==> config.mk <==
export PLATFORM = sky130hd
export DESIGN_NAME = alsu_cmd_ctrl
export DESIGN_NICKNAME = d
export VERILOG_FILES = /design/src/rtl/alsu_cmd_ctrl.sv
export SDC_FILE = /design/constraint.sdc
export NUM_CORES = 1
export LEC_CHECK = 0
export CORE_UTILIZATION = 46
export CTS_CLUSTER_SIZE = 14
export DETAILED_ROUTE_END_ITERATION = 12
export PLACE_DENSITY = 0.75
export SYNTH_ARGS = -nofsm -noshare
export SYNTH_HDL_FRONTEND = slang
export SYNTH_SLANG_ARGS = --single-unit
==> constraint.sdc <==
create_clock -name clk -period 3.3 [get_ports clk]
set_clock_uncertainty 0.15 [all_clocks]
set_input_delay 0.66 -clock clk [delete_from_list [all_inputs] [get_ports clk]]
set_output_delay 0.66 -clock clk [all_outputs]
set_load 0.005 [all_outputs]
==> src/rtl/alsu_cmd_ctrl.sv <==
// Command-side ALSU controller: drives each accepted command onto the ALSU pins for one cycle,
// then captures the result after the fixed ALSU latency into a credit-protected response FIFO.
module alsu_cmd_ctrl #(
  parameter int ALSU_LAT = 2,  // >= 1
  parameter int DEPTH    = 4   // >= 1; full throughput needs >= ALSU_LAT+2
) (
  input  logic        clk,
  input  logic        rst,
  input  logic        cmd_valid,
  output logic        cmd_ready,
  input  logic [15:0] cmd_data,
  output logic [2:0]  A,
  output logic [2:0]  B,
  output logic [2:0]  opcode,
  output logic        cin,
  output logic        serial_in,
  output logic        direction,
  output logic        red_op_A,
  output logic        red_op_B,
  output logic        bypass_A,
  output logic        bypass_B,
  input  logic [5:0]  alsu_out,
  output logic        rsp_valid,
  input  logic        rsp_ready,
  output logic [5:0]  rsp_data,
  output logic        rsp_err
);

  localparam int PW = (DEPTH > 1) ? $clog2(DEPTH) : 1;
  localparam int CW = $clog2(DEPTH + 1) + 1;

  logic              accept;
  logic              push;
  logic              pop;
  logic              cmd_err;
  logic [2:0]        cmd_op;
  logic [15:0]       drive_q;
  logic [ALSU_LAT:0] pipe_vld;
  logic [ALSU_LAT:0] pipe_err;
  logic [CW-1:0]     inflight;
  logic [CW-1:0]     fifo_count;
  logic [CW:0]       credits_used;
  logic [PW-1:0]     wr_ptr;
  logic [PW-1:0]     rd_ptr;
  logic [5:0]        mem_data [DEPTH];
  logic              mem_err  [DEPTH];

  // Error rule mirrors the ALSU's invalid-case definition; bypass does not mask it.
  assign cmd_op  = cmd_data[8:6];
  assign cmd_err = (cmd_op[2:1] == 2'b11) |
                   ((cmd_op[2:1] != 2'b00) & (cmd_data[12] | cmd_data[13]));

  // Credits cover both in-flight and buffered results, so the FIFO can never overflow.
  assign credits_used = {1'b0, inflight} + {1'b0, fifo_count};
  assign cmd_ready    = !rst && (credits_used < (CW+1)'(DEPTH));

  assign accept    = cmd_valid & cmd_ready;
  assign push      = pipe_vld[ALSU_LAT];
  assign rsp_valid = (fifo_count != '0);
  assign pop       = rsp_valid & rsp_ready;

  assign A         = drive_q[2:0];
  assign B         = drive_q[5:3];
  assign opcode    = drive_q[8:6];
  assign cin       = drive_q[9];
  assign serial_in = drive_q[10];
  assign direction = drive_q[11];
  assign red_op_A  = drive_q[12];
  assign red_op_B  = drive_q[13];
  assign bypass_A  = drive_q[14];
  assign bypass_B  = drive_q[15];

  // All-zero idle vector is an AND of 0,0, which forces the ALSU output back to 0.
  always_ff @(posedge clk or posedge rst) begin
    if (rst) begin
      drive_q <= '0;
    end else if (accept) begin
      drive_q <= cmd_data;
    end else begin
      drive_q <= '0;
    end
  end

  always_ff @(posedge clk or posedge rst) begin
    if (rst) begin
      pipe_vld <= '0;
      pipe_err <= '0;
    end else begin
      pipe_vld <= {pipe_vld[ALSU_LAT-1:0], accept};
      pipe_err <= {pipe_err[ALSU_LAT-1:0], accept & cmd_err};
    end
  end

  always_ff @(posedge clk or posedge rst) begin
    if (rst) begin
      inflight <= '0;
    end else begin
      case ({accept, push})
        2'b10:   inflight <= inflight + CW'(1);
        2'b01:   inflight <= inflight - CW'(1);
        default: inflight <= inflight;
      endcase
    end
  end

  function automatic logic [PW-1:0] ptr_inc(input logic [PW-1:0] p);
    return (p == PW'(DEPTH - 1)) ? '0 : p + PW'(1);
  endfunction

  always_ff @(posedge clk or posedge rst) begin
    if (rst) begin
      wr_ptr     <= '0;
      rd_ptr     <= '0;
      fifo_count <= '0;
    end else begin
      if (push) wr_ptr <= ptr_inc(wr_ptr);
      if (pop)  rd_ptr <= ptr_inc(rd_ptr);
      case ({push, pop})
        2'b10:   fifo_count <= fifo_count + CW'(1);
        2'b01:   fifo_count <= fifo_count - CW'(1);
        default: fifo_count <= fifo_count;
      endcase
    end
  end

  always_ff @(posedge clk) begin
    if (push) begin
      mem_data[wr_ptr] <= alsu_out;
      mem_err[wr_ptr]  <= pipe_err[ALSU_LAT];
    end
  end

  // Head is masked while empty so the response outputs read 0 out of reset.
  assign rsp_data = rsp_valid ? mem_data[rd_ptr] : '0;
  assign rsp_err  = rsp_valid ? mem_err[rd_ptr]  : 1'b0;

endmodule

==> results of run 1 <==
==> final timing paths <==
kind,depth (start not counted),to,slack [ns],startpoint
max,3,rsp_err,0.26,rd_ptr[0]$_DFFE_PP0P_
min,0,pipe_err[1]$_DFF_PP0_,0.21,pipe_err[0]$_DFF_PP0_
max reg2reg,7,fifo_count[3]$_DFFE_PP0P_,0.32,fifo_count[1]$_DFFE_PP0P_
min reg2reg,0,pipe_err[1]$_DFF_PP0_,0.21,pipe_err[0]$_DFF_PP0_
max in group asynchronous,3,drive_q[7]$_DFF_PP0_,2.09,rst
min in group asynchronous,3,inflight[3]$_DFFE_PP0P_,0.59,rst
==> sequential cells by signal, summed over array words and instances (netlist names) <==
| register | count |
|---|---|
| drive_q | 16 |
| pipe_err | 3 |
| inflight | 4 |
| rd_ptr | 2 |
| wr_ptr | 2 |
| fifo_count | 4 |
| mem_data | 24 |
| pipe_vld | 3 |
| mem_err | 4 |
==> layer usage <==
metal / up-vias / share of wire (%)
li1: 780 / -
met1: 793 / 42
met2: 45 / 48
met3: 9 / 7.3
met4: 0 / 1.8
met5: - / 0
==> kinds of logic after synthesis <==
kind of cell | count (synthesis) | synth area share [%]
multiplexers | 12 | 8.148
AND/OR/NAND/NOR | 53 | 12.64
buffers and inverters | 20 | 3.148
AO/OA/AOI/OAI | 17 | 4.213
XOR/XNOR | 4 | 1.297
flip-flops | 62 | 62.59
adder cells (fa/ha/maj) | 16 | 7.963
==> placed cells by master, fill, tap and decap left out, types with 4 or more instances in the layout <==
master / netlist / final
o21ai_0: 5 / 5
a21oi_1: 4 / 4
edfxtp_1: 28 / 28
nand3_1: 5 / 5
mux4_2: 7 / 7
and2_1: 20 / 20
inv_1: 13 / 13
dfrtp_1: 34 / 34
ha_1: 14 / 14
clkbuf_8: 0 / 9
nor3b_1: 6 / 6
buf_4: 0 / 7
nand2_1: 5 / 5
and2_2: 7 / 7
clkdlybuf4s50_1: 0 / 50
==> metrics by stage <==
stage	power (mW)	worst slack [ns]	util, %
4_1_cts	2.635	0.2275	62.49
2_1_floorplan	1.669	0.03752	-
6_report	2.592	0.2553	62.49
5_1_grt	2.798	0.08765	62.49
3_3_place_gp	2.007	0.05191	59.37
3_5_place_dp	2.045	-0.05401	59.37
==> power by group <==
part / internal [mW] / switching [mW] / total, mW
registers: 0.936 / 0.135 / 1.07
logic: 0.570 / 0.370 / 0.940
clock network: 0.273 / 0.308 / 0.580
total: 1.78 / 0.813 / 2.59
==> final cells by class <==
| class | count | area (um^2) |
|---|---|---|
| flip-flops and latches | 62 | 1692 |
| multi-input cells | 102 | 925.9 |
| well taps | 72 | 90.09 |
| clock buffers | 9 | 123.9 |
| clock inverters | 7 | 50.05 |
| fillers | 456 | 2091 |
| inverters | 13 | 48.80 |
| repair buffers | 57 | 553.0 |
==> cells in the mapped netlist (all sizes together) <==
master   n  share of area (%)
xnor2    2               0.65
nand3    5               0.93
nor3b    6                1.7
nor2     2               0.28
nor4     1               0.23
clkbuf   4               0.56
or4      1               0.42
mux4     7                5.8
a21oi    4               0.74
dfrtp   34                 31
or3      1               0.23
and2    28                6.9
o22ai    1               0.23
and4     1               0.32
o311ai   2               0.65
mux2     4                1.9
o211ai   2               0.56
and3     1               0.23
or4b     2               0.74
ha      14                6.5
mux2i    1               0.37
buf      3               0.79
a2111o   2               0.83
o21ai    5               0.93
xor2     2               0.65
inv     13                1.8
a21boi   1               0.28
nand2    5               0.69
edfxtp  28                 31
fa       2                1.5
==> worst max-delay path, stage by stage (launching register included) <==
cell,delay (ns)
dfrtp_1,0.69
mux4_2,0.58
and2_2,0.20
clkdlybuf4s50_1,0.43
==> summary.txt, run 1 <==
Yosys
  – Mapped Cells: 184
  – Sequential area share after synthesis: 62.59%
  – Post-Syn Area per Cell: 14.69 um^2
  – YS warnings: 0
  – Synthesized flop and latch total: 62
  – Synth unique cells: 34
  – Post-Synthesis Cell Area: 0.002703 mm^2
  – Synth Net Count: 226

Route
  – Router iterations before antenna repair: 4
  – Initial DRC count: 29
  – Post-DRT Antenna Nets: 0
  – Via Count: 1627
  – Via density: 5.053
  – Routed WL: 4540 um
  – Wirelength per Cell: 14.10 um
  – DRC violations left: 0

Power
  – Pwr dens: 744.2 mW/mm^2
  – Max VDD drop: 0.3720 mV
  – Pleak: 1.417 nW

Setup path
  – CP Class: reg2out
  – CP Capture Type: output port
  – Critical path fanouts, max: 10
  – Worst Setup Start Kind: register
  – Crit path arrival time: 2.23 ns
  – Critical Path RT: 2.49 ns

CTS
  – Sink Count: 62
  – Post-CTS resize count: 0
  – Clock Tree Root: clkbuf_8
  – H-tree depth: 3
  – Max Buffers Root-to-Sink: 2
  – Post-CTS setup repair buffer count: 0
  – Post-CTS Hold Buffers: 0
  – CTS Buf Count: 9
  – CTS tree: done
  – Skew-Pair Late Insertion Delay: 0.33 ns
  – Clock slew at reported path FFs: 0.07 ns

GRT
  – Initial antenna violation count: 0
  – Met2 Use GR: 27.04%
  – Met1 GRT Util: 20.44%
  – Largest net degree at the start of global routing: 35
  – Vias in the first global route: 1630
  – Met3 GRT Util: 7.442%
  – Global-route wire length before repair: 7700 um
  – All-Layer GR Usage: 17.30%
  – GRT busiest layer: met2
  – Global route overflow: 0

Cells and area
  – Fin cells: 322
  – Ant. Diodes: 0
  – Share of cells above drive strength 1: 17.60%
  – Post-route cell area: 0.003483 mm^2
  – Nets: 287
  – Area growth, synth to finish: 28.89%

Place
  – IO Port Bufs: 50
  – Gp weighted congestion: 0.7000
  – Placed Area: 0.003309 mm^2
  – Dpl hpwl: 3162 um
  – Placed Cells: 306

Timing
  – WHS: 0.2056 ns
  – Worst slew pin tran: 0.5553 ns
  – Final setup fails: 0
  – Final hold vios: 0
  – Fin crit share: 92.26%
  – Slew margin rel.: 62.98%
  – Final Max Slew Viols: 0
  – Setup TNS: 0 ns
  – Fmax: 0.3284 GHz
  – RSZ-0062 raised after global routing: no
  – Tmin final: 3.045 ns

Floorplan
  – Chip width: 78.65 um
  – Io pins: 51
  – Starting Density: 48.48%
  – Die area: 0.006186 mm^2
  – Core area: 0.005574 mm^2
  – Rows: 27
  – Die height: 78.65 um

Run
  – Max-Cap Viols: 0

Run status
  – Status: completed

Hold path
  – Hold Crit Class: reg2reg
(Power assumes the default switching activity.)
==> run 2, diff against run 1 <==
--- a/config.mk
+++ b/config.mk
@@ -12,3 +12,4 @@
 export SYNTH_ARGS = -nofsm -noshare
 export SYNTH_HDL_FRONTEND = slang
 export SYNTH_SLANG_ARGS = --single-unit
+export TNS_END_PERCENT = 30
==> results of run 2 <==
Same layout as run 1: the final DEF is identical, and so are final timing and power.
